**src/rtl/pattern_detector_pkg.sv**
```systemverilog
// Shared defaults and the pattern-length width helper for the serial pattern detector.
package pattern_detector_pkg;

    localparam int DEFAULT_MAX_LEN = 8;
    localparam int DEFAULT_CNT_W   = 8;

    // Len must encode 0..MAX_LEN inclusive, so one more value than MAX_LEN.
    function automatic int len_width(input int max_len);
        return $clog2(max_len + 1);
    endfunction

endpackage

```
**src/rtl/pattern_detector_if.sv**
```systemverilog
// Configuration, data and result bundle of the pattern detector; clock and reset stay plain ports.
interface pattern_detector_if
    import pattern_detector_pkg::*;
#(
    parameter int MAX_LEN = DEFAULT_MAX_LEN,
    parameter int CNT_W   = DEFAULT_CNT_W
) ();

    localparam int LEN_W = len_width(MAX_LEN);

    logic               Clear;
    logic               En;
    logic               X;
    logic [MAX_LEN-1:0] Pattern;
    logic [LEN_W-1:0]   Len;
    logic               Overlap;
    logic               Y;
    logic [CNT_W-1:0]   Count;
    logic               Sat;

    modport master (
        output Clear, En, X, Pattern, Len, Overlap,
        input  Y, Count, Sat
    );

    modport slave (
        input  Clear, En, X, Pattern, Len, Overlap,
        output Y, Count, Sat
    );

endinterface

```
**src/rtl/pattern_detector_bit_history.sv**
```systemverilog
// Enable-gated history shift register plus saturating fill counter; exposes the next-state
// values so the caller can compare against the bit being shifted in this cycle.
module bit_history
    import pattern_detector_pkg::*;
#(
    parameter int  MAX_LEN = DEFAULT_MAX_LEN,
    localparam int LEN_W   = len_width(MAX_LEN)
) (
    input  logic               Clk,
    input  logic               Rst_n,
    input  logic               Clear,
    input  logic               En,
    input  logic               X,
    input  logic               fill_clear,
    output logic [MAX_LEN-1:0] hist_next,
    output logic [LEN_W-1:0]   fill_next
);

    localparam logic [LEN_W-1:0] FILL_MAX = LEN_W'(MAX_LEN);

    logic [MAX_LEN-1:0] hist_reg;
    logic [LEN_W-1:0]   fill_reg;

    // Newest bit lands in position 0; the oldest falls off the top.
    assign hist_next = (hist_reg << 1) | MAX_LEN'(X);
    assign fill_next = (fill_reg == FILL_MAX) ? fill_reg : fill_reg + 1'b1;

    always_ff @(posedge Clk or negedge Rst_n) begin
        if (!Rst_n) begin
            hist_reg <= '0;
            fill_reg <= '0;
        end else if (Clear) begin
            hist_reg <= '0;
            fill_reg <= '0;
        end else if (En) begin
            // A non-overlapping match restarts the fill but keeps the history bits.
            hist_reg <= hist_next;
            fill_reg <= fill_clear ? '0 : fill_next;
        end
    end

endmodule

```
**src/rtl/pattern_detector.sv**
```systemverilog
// Runtime-programmable serial pattern detector: masked compare on the incoming history,
// registered match pulse and a saturating match counter with a sticky saturation flag.
module pattern_detector
    import pattern_detector_pkg::*;
#(
    parameter int MAX_LEN = DEFAULT_MAX_LEN,
    parameter int CNT_W   = DEFAULT_CNT_W
) (
    input  logic               Clk,
    input  logic               Rst_n,
    pattern_detector_if.slave  bus
);

    localparam int               LEN_W   = len_width(MAX_LEN);
    localparam logic [LEN_W-1:0] LEN_MAX = LEN_W'(MAX_LEN);

    logic [MAX_LEN-1:0] hist_next;
    logic [MAX_LEN-1:0] len_mask;
    logic [LEN_W-1:0]   fill_next;
    logic               len_ok;
    logic               match;
    logic               y_reg;
    logic               sat_reg;
    logic [CNT_W-1:0]   count_reg;

    bit_history #(
        .MAX_LEN (MAX_LEN)
    ) u_hist (
        .Clk        (Clk),
        .Rst_n      (Rst_n),
        .Clear      (bus.Clear),
        .En         (bus.En),
        .X          (bus.X),
        .fill_clear (match && !bus.Overlap),
        .hist_next  (hist_next),
        .fill_next  (fill_next)
    );

    // Only the Len youngest history bits take part in the compare.
    for (genvar gi = 0; gi < MAX_LEN; gi++) begin : g_mask
        assign len_mask[gi] = (bus.Len > LEN_W'(gi));
    end

    assign len_ok = (bus.Len != '0) && (bus.Len <= LEN_MAX);
    assign match  = len_ok && (fill_next >= bus.Len)
                  && (((hist_next ^ bus.Pattern) & len_mask) == '0);

    always_ff @(posedge Clk or negedge Rst_n) begin
        if (!Rst_n) begin
            y_reg     <= 1'b0;
            count_reg <= '0;
            sat_reg   <= 1'b0;
        end else if (bus.Clear) begin
            y_reg     <= 1'b0;
            count_reg <= '0;
            sat_reg   <= 1'b0;
        end else if (bus.En) begin
            y_reg <= match;
            if (match) begin
                if (count_reg == '1) begin
                    sat_reg <= 1'b1;
                end else begin
                    count_reg <= count_reg + 1'b1;
                end
            end
        end else begin
            y_reg <= 1'b0;
        end
    end

    assign bus.Y     = y_reg;
    assign bus.Count = count_reg;
    assign bus.Sat   = sat_reg;

endmodule

```
**src/flat_wrapper.sv**
```systemverilog
// flat-port wrapper written by rule: the top's interface ports become plain ports
module pattern_detector_flat import pattern_detector_pkg::*;
#(
    parameter int MAX_LEN = DEFAULT_MAX_LEN,
    parameter int CNT_W   = DEFAULT_CNT_W
)
  (Clk, Rst_n, bus_Clear, bus_En, bus_X, bus_Pattern, bus_Len, bus_Overlap, bus_Y, bus_Count, bus_Sat);
  pattern_detector_if #(.MAX_LEN(MAX_LEN), .CNT_W(CNT_W)) bus_i ();
  input  logic Clk;
  input  logic Rst_n;
  input wire logic [$bits(bus_i.Clear)-1:0] bus_Clear;
  input wire logic [$bits(bus_i.En)-1:0] bus_En;
  input wire logic [$bits(bus_i.X)-1:0] bus_X;
  input wire logic [$bits(bus_i.Pattern)-1:0] bus_Pattern;
  input wire logic [$bits(bus_i.Len)-1:0] bus_Len;
  input wire logic [$bits(bus_i.Overlap)-1:0] bus_Overlap;
  output wire logic [$bits(bus_i.Y)-1:0] bus_Y;
  output wire logic [$bits(bus_i.Count)-1:0] bus_Count;
  output wire logic [$bits(bus_i.Sat)-1:0] bus_Sat;
  assign bus_i.Clear = bus_Clear;
  assign bus_i.En = bus_En;
  assign bus_i.X = bus_X;
  assign bus_i.Pattern = bus_Pattern;
  assign bus_i.Len = bus_Len;
  assign bus_i.Overlap = bus_Overlap;
  assign bus_Y = bus_i.Y;
  assign bus_Count = bus_i.Count;
  assign bus_Sat = bus_i.Sat;
  pattern_detector #(.MAX_LEN(MAX_LEN), .CNT_W(CNT_W)) u_core (.Clk(Clk), .Rst_n(Rst_n), .bus(bus_i));
endmodule
```
**config.mk**
```make
export PLATFORM = sky130hd
export DESIGN_NAME = pattern_detector_flat
export DESIGN_NICKNAME = d
export VERILOG_FILES = /design/src/rtl/pattern_detector_pkg.sv /design/src/rtl/pattern_detector_if.sv /design/src/rtl/pattern_detector_bit_history.sv /design/src/rtl/pattern_detector.sv /design/src/flat_wrapper.sv
export SDC_FILE = /design/constraint.sdc
export NUM_CORES = 1
export LEC_CHECK = 0
export CAP_MARGIN = 20
export CORE_MARGIN = 4
export CORE_UTILIZATION = 48
export DETAILED_ROUTE_END_ITERATION = 10
export PLACE_DENSITY_LB_ADDON = 0.1
export RECOVER_POWER = 50
export SLEW_MARGIN = 20
export SYNTH_ARGS = -nofsm -noshare
export SYNTH_HDL_FRONTEND = slang
export SYNTH_HIERARCHICAL = 1
export SYNTH_SLANG_ARGS = --single-unit
```
**constraint.sdc**
```tcl
create_clock -name Clk -period 4.3 [get_ports Clk]
set_input_delay 0.43 -clock Clk [delete_from_list [all_inputs] [get_ports Clk]]
set_output_delay 0.43 -clock Clk [all_outputs]
set_load 0.02 [all_outputs]
```
==> metrics.csv <==
stage,metric,value,unit
status,status,finished clean,
critical_path,R2R setup slack,1.07,ns
layout,"Area growth, synth to finish",22.4,%
critical_path,CP peak stage delay,0.46,ns
clock_network,CTS H-Tree Depth,1,
detailed_routing,antenna violation net count after detailed routing,0,
critical_path,Crit. Startpoint,u_core/u_hist/fill_reg[0],
clock_network,post-cts sizing count,0,
detailed_routing,via count,1214,
synthesis,"Top FF cell, synth",dfrtp_1,
global_route,vias in the first global route,1205,
critical_path,Crit-path slowest cell,dfrtp_1,
detailed_routing,DR vias/cell,5.98,
synthesis,"top cells by area, synth","dfrtp_1, ha_1, mux2i_1, inv_1, a21oi_1",
synthesis,Yosys reg bits,21,
critical_path,reg2reg path depth,14,
detailed_routing,Remaining DRCs,0,
synthesis,sequential share of the synthesized area,38.0,%
critical_path,crit path DAT,3.45,ns
clock_network,cts bufs inserted,3,
synthesis,Synth area leader,dfrtp_1,
critical_path,FF-to-FF End,u_core/u_hist/fill_reg[3],
place,post-DP HPWL,2.24,mm
clock_network,Clock Latency Late Sink,0.30,ns
synthesis,post-synthesis area per instance,9.41,um2
global_route,initial antenna violation count,0,
synthesis,post-synthesis instance total,147,
layout,NumNets Final,198,
synthesis,synth warn,6,
power_and_ir_drop,VDD IR max,0.151,mV
layout,Reg area,526,um2
clock_network,"Setup Fix Bufs, Post-CTS",0,
critical_path,CP endpoint,u_core/u_hist/fill_reg[3],
clock_network,CTS Hold Bufs,0,
layout,ant diodes,0,
critical_path,CP max FO,18,
die,I/O Pins,28,
layout,Largest register FFs,8,
timing,fmax,310,MHz
layout,final core utilization,61.3,%
timing,Max Slew Vio Count,0,
synthesis,"Distinct cells, synth",46,
timing,"Period Utilization, post-route",75.1,%
timing,clock skew,0.00125,ns
critical_path,critical path cell sequence,inv_1 > ha_1 > and3b_1 > xnor2_1 > inv_1 > ha_1 > nand2b_1 > a2111oi_0 > a21oi_1 > o2111ai_4 > nor2_1 > or2b_1 > or3_1 > a31oi_1,
critical_path,Setup CP Type,flop to flop,
global_route,global route overflow,0,
timing,RSZ-0062 raised after global routing,false,
global_route,largest net degree at the start of global routing,22,
critical_path,Critical Path Source Type,flop,
synthesis,top cell type's share of synthesized area,38.0,%
power_and_ir_drop,Sw Ratio,27.0,%
power_and_ir_drop,Total Power,0.000363,W
power_and_ir_drop,combinational power share,17.6,%
place,PortBufs,27,
synthesis,Post-Syn Area,1380,um2
die,full die area,3800,um2
synthesis,"count leader, synth",dfrtp_1,
place,Placer Congestion,0.815,
synthesis,"Async S/R FF share, synth",100,%
flow_run,Max Cap Violations,0,
die,Die X-Extent,61.7,um
die,Core Area,2760,um2
synthesis,Post-Synthesis Net Count,172,
timing,Final Hold Fails,0,
timing,Final min period,3.23,ns
clock_network,Clock Path Buffers,2,
detailed_routing,DRT Pass-1 Iters,4,
clock_network,CTS Sinks,21,
detailed_routing,WL final,3.10,mm
global_route,all-layer global routing usage,18.2,%
power_and_ir_drop,leakage,0.730,nW
layout,Multi-input gate area,781,um2
worst_hold_path,Hold Crit Class,flop to flop,
power_and_ir_drop,switching pwr,0.0000980,W
clock_network,Root Buffer,clkbuf_4,
critical_path,r2r startpoint,u_core/u_hist/fill_reg[0],
layout,share of layout cells above drive strength 1,6.40,%
clock_network,CTS tree,done,
die,Site Rows,19,
power_and_ir_drop,Pint,0.000265,W
global_route,first-pass GRT wire length,5.20,mm
die,Initial Util,50.1,%
detailed_routing,WL per Instance,15.3,um
timing,final setup violation count,0,
die,DIE HEIGHT,61.7,um
timing,worst slew pin tran,0.930,ns
synthesis,most frequent cells after synthesis,"dfrtp_1, inv_1, nor2_1",
power_and_ir_drop,Cell Pwr Density,215,nW/um2
power_and_ir_drop,Clk pwr share,26.4,%
layout,Fillers,243,
synthesis,Post-synth EDFFs,0,
power_and_ir_drop,sequential power share,56.0,%
critical_path,Setup crit end kind,flop,
timing,post-route setup TNS,0,ns
detailed_routing,DR iter-0 viols,100,
clock_network,clock slew at reported path FFs,0.12,ns
timing,relative slew slack,37.8,%
critical_path,Crit path required time,4.52,ns
## placed cells by master (no fill, tap or decap), drive strengths merged, types with 5 or more instances in the layout
master	count
a21oi	10
clkdlybuf4s50	25
dfrtp	21
ha	7
inv	13
mux2i	7
nand2	7
nand3	5
nor2	10
o21ai	7
xnor2	5
xor2	5
## cell type report
type                    instances  area share [%]
clock inverters                 1           0.296
inverters                      13            2.88
multi-input cells             107            46.2
flip-flops and latches         21            31.1
repair buffers                 27            16.0
well taps                      31            2.29
clock buffers                   3            1.33
## cells by family after synthesis
logic type,after synthesis,share of synthesized area (%)
and+or+nand+nor,48,19.5
AOI/OAI and AO/OA,33,17.6
DFF,21,38.0
buffers and inverters,19,5.52
xor gates and xnor gates,10,6.33
muxes,9,6.70
adders and majority gates,7,6.33
## critical path: cells and delay by family, from the launching register on
kind                     cells  cell delay, ns
adder cells (fa/ha/maj)      2            0.47
AND/OR/NAND/NOR              5            1.06
AO/OA/AOI/OAI                4            0.87
XOR/XNOR                     1            0.13
buffers and inverters        2            0.13
flip-flops                   1            0.46
## layer usage
layer	up-vias	track usage [%]	part of all wire, %
met4	0	6.06	1.2
li1	588	-	-
met3	5	3.56	6.7
met5	-	0	0
met1	586	24.0	46
met2	35	29.9	46
## through the flow
| stage | instance area (um2) | setup slack (ns) | hold slack, ns | instances |
|---|---|---|---|---|
| CTS | 1690 | 1.07 | 0.509 | 203 |
| detailed placement | 1660 | 1.10 | 0.480 | 199 |
| finish | 1690 | 1.07 | 0.503 | 203 |
| global route | 1690 | 0.732 | 0.523 | 203 |
| floorplan | 1380 | 1.16 | 0.134 | 147 |
| global placement | 1660 | 1.17 | 0.477 | 199 |
## power groups by stage
stage	clock, W	combinational [W]	sequential (W)
after floorplan	0	0.0000358	0.000206
after global placement	0	0.0000632	0.000207
after detailed placement	0	0.0000645	0.000207
after CTS	0.000101	0.0000649	0.000203
after global routing	0.000108	0.0000715	0.000204
final	0.0000957	0.0000640	0.000203
## worst min-delay path by stage
stage / from / to / slack, ns / cells after the start
after floorplan: Rst_n / u_core/bus.Count[0] / 0.13 / 0
after global placement: u_core/bus.Sat / u_core/bus.Sat / 0.48 / 1
after detailed placement: u_core/bus.Sat / u_core/bus.Sat / 0.48 / 1
after CTS: u_core/bus.Sat / u_core/bus.Sat / 0.51 / 1
after global routing: u_core/bus.Sat / u_core/bus.Sat / 0.52 / 1
final: u_core/bus.Sat / u_core/bus.Sat / 0.50 / 1
Power figures use the tool's default switching activity.
==> RTL edit 1 (same settings) <==
Reset style: synchronous (`Rst_n`), changed in 2 clocked blocks.
--- a/src/rtl/pattern_detector_bit_history.sv
+++ b/src/rtl/pattern_detector_bit_history.sv
@@ -25,7 +25,7 @@
     assign hist_next = (hist_reg << 1) | MAX_LEN'(X);
     assign fill_next = (fill_reg == FILL_MAX) ? fill_reg : fill_reg + 1'b1;
 
-    always_ff @(posedge Clk or negedge Rst_n) begin
+    always_ff @(posedge Clk) begin
         if (!Rst_n) begin
             hist_reg <= '0;
             fill_reg <= '0;
--- a/src/rtl/pattern_detector.sv
+++ b/src/rtl/pattern_detector.sv
@@ -45,7 +45,7 @@
     assign match  = len_ok && (fill_next >= bus.Len)
                   && (((hist_next ^ bus.Pattern) & len_mask) == '0);
 
-    always_ff @(posedge Clk or negedge Rst_n) begin
+    always_ff @(posedge Clk) begin
         if (!Rst_n) begin
             y_reg     <= 1'b0;
             count_reg <= '0;
Behaviour: differs if Rst_n is asserted again (counterexample within 4 cycles, from zero or initial values and one cycle with Rst_n low); with Rst_n held inactive, the same outputs for 10 cycles.
==> RTL edit 1 against the original RTL <==
Non-clock buffer count is 1 higher; clock skew increased by 0.0034 ns; wire length fell by 7.6%; sequential share of layout area shrank 5.3 points; setup slack worse by 0.096 ns; cell area fell by 3.6%; critical path depth fell by 2; final cell count grew 3.9%; sequential cell count did not move; area after synthesis shrank 5.1%; highest routed layer unchanged; power shrank 4.7%.
==> RTL edit 1: results (changes against the original RTL) <==
sta:
  hold-worst-slack_ns: 0.498  # was 0.503 ns
  min_period_ns: 3.33  # was 3.23 ns
  max-slew-margin-rel_pct: 38.5  # was 37.8%
  fin_skew_ns: 0.00461  # was 0.00125 ns
place:
  placed_area_um2: 1600  # was 1660 um2
  dpl.hpwl_um: 2240  # about the same
  routabilityCongestion: 0.891  # was 0.815
grt:
  met2_usage_pct: 29.6  # was 29.9%
  grt_start_max_net_pins: 16  # was 22
  grt.met3_usage_pct: 2.59  # was 3.56%
  grt_pass1_vias: 1159  # was 1205
  gr-usage-all-layers_pct: 17.1  # was 18.2%
  grt_pass1_wl_um: 4750  # was 5200 um
critical_path:
  cp_data_arrival_time_ns: 3.56  # was 3.45 ns
  reg2reg_setup_slack_ns: 0.97  # was 1.07 ns
  critPathTopFamily: "compound AO/OA/AOI/OAI gates"  # was simple AND/OR/NAND/NOR gates
  rr_startpoint: "u_core/u_hist/fill_reg[0]$_SDFFE_PP0P_"  # was u_core/u_hist/fill_reg[0]$_DFFE_PN0P_
  crit_path_end: "u_core/u_hist/fill_reg[3]$_SDFFE_PP0P_"  # was u_core/u_hist/fill_reg[3]$_DFFE_PN0P_
  slowest_stage: "a2111oi_0"  # was dfrtp_1
  critical_path_peak_fanout: 15  # was 18
  cp_slowest_stage_delay_ns: 0.50  # was 0.46 ns
route:
  wire_per_inst_um: 13.6  # was 15.3 um
  drt_iter0_markers: 67  # was 100
  wl_met2_um: 1380  # was 1430 um
  post_drt_via_cell_ratio: 5.72  # was 5.98
  wl_met1_um: 1320  # was 1420 um
  dr_wl_met3_um: 142  # was 207 um
cells_and_area:
  seq_area_um2: 420  # was 526 um2
  drive_gt1_share_pct: 3.87  # was 6.40%
  seq_cells: 21  # unchanged
  nNetsFinal: 207  # was 198
  buffer_area_share_pct: 17.0  # was 16.0%
  num-nonclk-buffers: 28  # was 27
  multi_input_area_um2: 830  # was 781 um2
  seq_share_pct: 25.8  # was 31.1%
  nMultiInputCombCells: 118  # was 107
  n_all_inverters: 10  # was 13
clocking:
  cts_resized: 0  # unchanged
floorplanning:
  nWellTaps: 30  # was 31
run_status:
  status: "complete, no violations"  # unchanged
logic_synthesis:
  yosys-top-cells-area: "dfxtp_1, ha_1, mux2i_1"  # was dfrtp_1, ha_1, mux2i_1
  synth_async_sr_flop_share_pct: 0  # was 100%
  syn_nets: 179  # was 172
  ys_types: 39  # was 46
power_and_ir_drop:
  total_leakage_power_nw: 0.628  # was 0.730 nW
  ir_worst_vdd_mv: 0.154  # was 0.151 mV
worst_hold_path:
  worstHoldEndpoint: "u_core/bus.Sat$_SDFFE_PP0P_"  # was u_core/bus.Sat$_DFFE_PN0P_
  hold_start: "u_core/bus.Sat$_SDFFE_PP0P_"  # was u_core/bus.Sat$_DFFE_PN0P_
## RTL edit 1: changes by cell type after synthesis, sizes merged, moves of 3 or more
cell    delta
dfrtp     -21
dfxtp     +21
a31oi      +5
a21oi      -3
inv        -3
nand2b     +3
o31ai      +3
## RTL edit 1: logic make-up after synthesis
logic type,count (synthesis),share of synthesized area (%)
AO/OA/AOI/OAI,39,20.6
AND/OR/NAND/NOR,55,23.8
adder cells (fa/ha/maj),7,6.67
flip-flops,21,32.0
XOR/XNOR,9,6.01
buffers and inverters,15,4.77
multiplexers,8,6.10
## RTL edit 1: power breakdown
group | internal [mW] | switching, mW | leakage (nW)
Combinational | 0.0272 | 0.0275 | 0.441
Clock | 0.0346 | 0.0596 | 0.0177
Sequential | 0.196 | 0.00148 | 0.169
Total | 0.257 | 0.0886 | 0.628
==> RTL edit 2 (same flow settings) <==
Without the edit above. Change the package constant `DEFAULT_MAX_LEN` from 8 to 16.
--- a/src/rtl/pattern_detector_pkg.sv
+++ b/src/rtl/pattern_detector_pkg.sv
@@ -1,7 +1,7 @@
 // Shared defaults and the pattern-length width helper for the serial pattern detector.
 package pattern_detector_pkg;
 
-    localparam int DEFAULT_MAX_LEN = 8;
+    localparam int DEFAULT_MAX_LEN = 16;
     localparam int DEFAULT_CNT_W   = 8;
 
     // Len must encode 0..MAX_LEN inclusive, so one more value than MAX_LEN.
Interface: changed (resized bus_Len and bus_Pattern); port bits go from 28 to 37. No check against the original RTL was run, so the function may have changed too.
==> RTL edit 2 against the original RTL <==
The run now ends with max-capacitance violations, max-slew violations left; power increased by 72%; global-route usage increased by 0.17 points; wire length increased by 49%; sequential cell count increased by 9; area after synthesis increased by 49%; critical path depth decreased by 4; cell area increased by 49%; setup slack got worse by 0.21 ns; critical path type is now in2reg; critical endpoint is now u_core/u_hist/fill_reg[0]$_DFFE_PN0P_; largest cell class unchanged; largest power group unchanged; highest routed layer unchanged.
==> RTL edit 2: results (changes against the original RTL) <==
cells_and_area:
  nNetsFinal: 292  # was 198
  drive_gt1_share_pct: 7.36  # was 6.40%
  seq_area_um2: 751  # was 526 um2
  buffer_area_share_pct: 15.1  # was 16.0%
power_and_ir_drop:
  total_leakage_power_nw: 1.12  # was 0.730 nW
  ir_worst_vdd_mv: 0.183  # was 0.151 mV
route:
  wl_met1_um: 2220  # was 1420 um
  vias: 1721  # was 1214
logic_synthesis:
  syn_area_um2: 2060  # was 1380 um2
  synth-seq-area-share_pct: 36.5  # was 38.0%
  synth_fa_ha_area_share_pct: 4.87  # was 6.33%
  synth_mux_area_share_pct: 9.98  # was 6.70%
  syn_inst: 224  # was 147
  syn_nets: 259  # was 172
  synth-xor-area-share_pct: 8.52  # was 6.33%
run_status:
  violations: "max-capacitance violations, max-slew violations"
  status: "complete, but fails checks"  # was complete, no violations
place:
  placed_cells: 300  # was 199
  dpl.hpwl_um: 3430  # was 2240 um
  pre_cts_slack_ns: 0.596  # was 1.10 ns
grt:
  grt_pass1_wl_um: 7690  # was 5200 um
  grt_start_max_net_pins: 31  # was 22
  gr-usage-all-layers_pct: 18.4  # was 18.2%
clocking:
  htree_levels: 2  # was 1
  numCtsBuffers: 5  # was 3
critical_path:
  cp_data_arrival_time_ns: 3.60  # was 3.45 ns
  critical_path_peak_fanout: 11  # was 18
  reg2reg_to: "u_core/bus.Count[3]$_DFFE_PN0P_"  # was u_core/u_hist/fill_reg[3]$_DFFE_PN0P_
  slowest_stage: "clkdlybuf4s50_1"  # was dfrtp_1
  reg2reg_setup_slack_ns: 0.90  # was 1.07 ns
sta:
  timing.final.max_slew_violations: 31  # was 0
  fin_skew_ns: 0.00209  # was 0.00125 ns
job:
  drv_cap: 1  # was 0
worst_hold_path:
  whs_path_depth: 2  # was 1
## RTL edit 2: changes by cell type in the layout (fill, tap and decap cells not counted), sizes merged, moves of 3 or more
cell and change:
nor2 +13, nand2 +4, a21o +3, inv -3, dfrtp +9, clkbuf +5
xor2 +9, clkdlybuf4s50 +7, or4 +3, nor2b +5, mux2i +9
## RTL edit 2: worst max-delay path by stage
stage	from	to	slack [ns]	cells past startpoint
floorplan	bus_Len[3]	u_core/u_hist/fill_reg[0]$_DFFE_PN0P_	1.27	10
global placement	bus_Len[3]	u_core/u_hist/fill_reg[0]$_DFFE_PN0P_	0.65	10
detailed placement	bus_Len[0]	u_core/u_hist/fill_reg[0]$_DFFE_PN0P_	0.60	10
CTS	bus_Len[0]	u_core/u_hist/fill_reg[0]$_DFFE_PN0P_	0.89	10
global route	bus_Len[0]	u_core/u_hist/fill_reg[0]$_DFFE_PN0P_	0.58	10
finish	bus_Len[3]	u_core/u_hist/fill_reg[0]$_DFFE_PN0P_	0.86	10
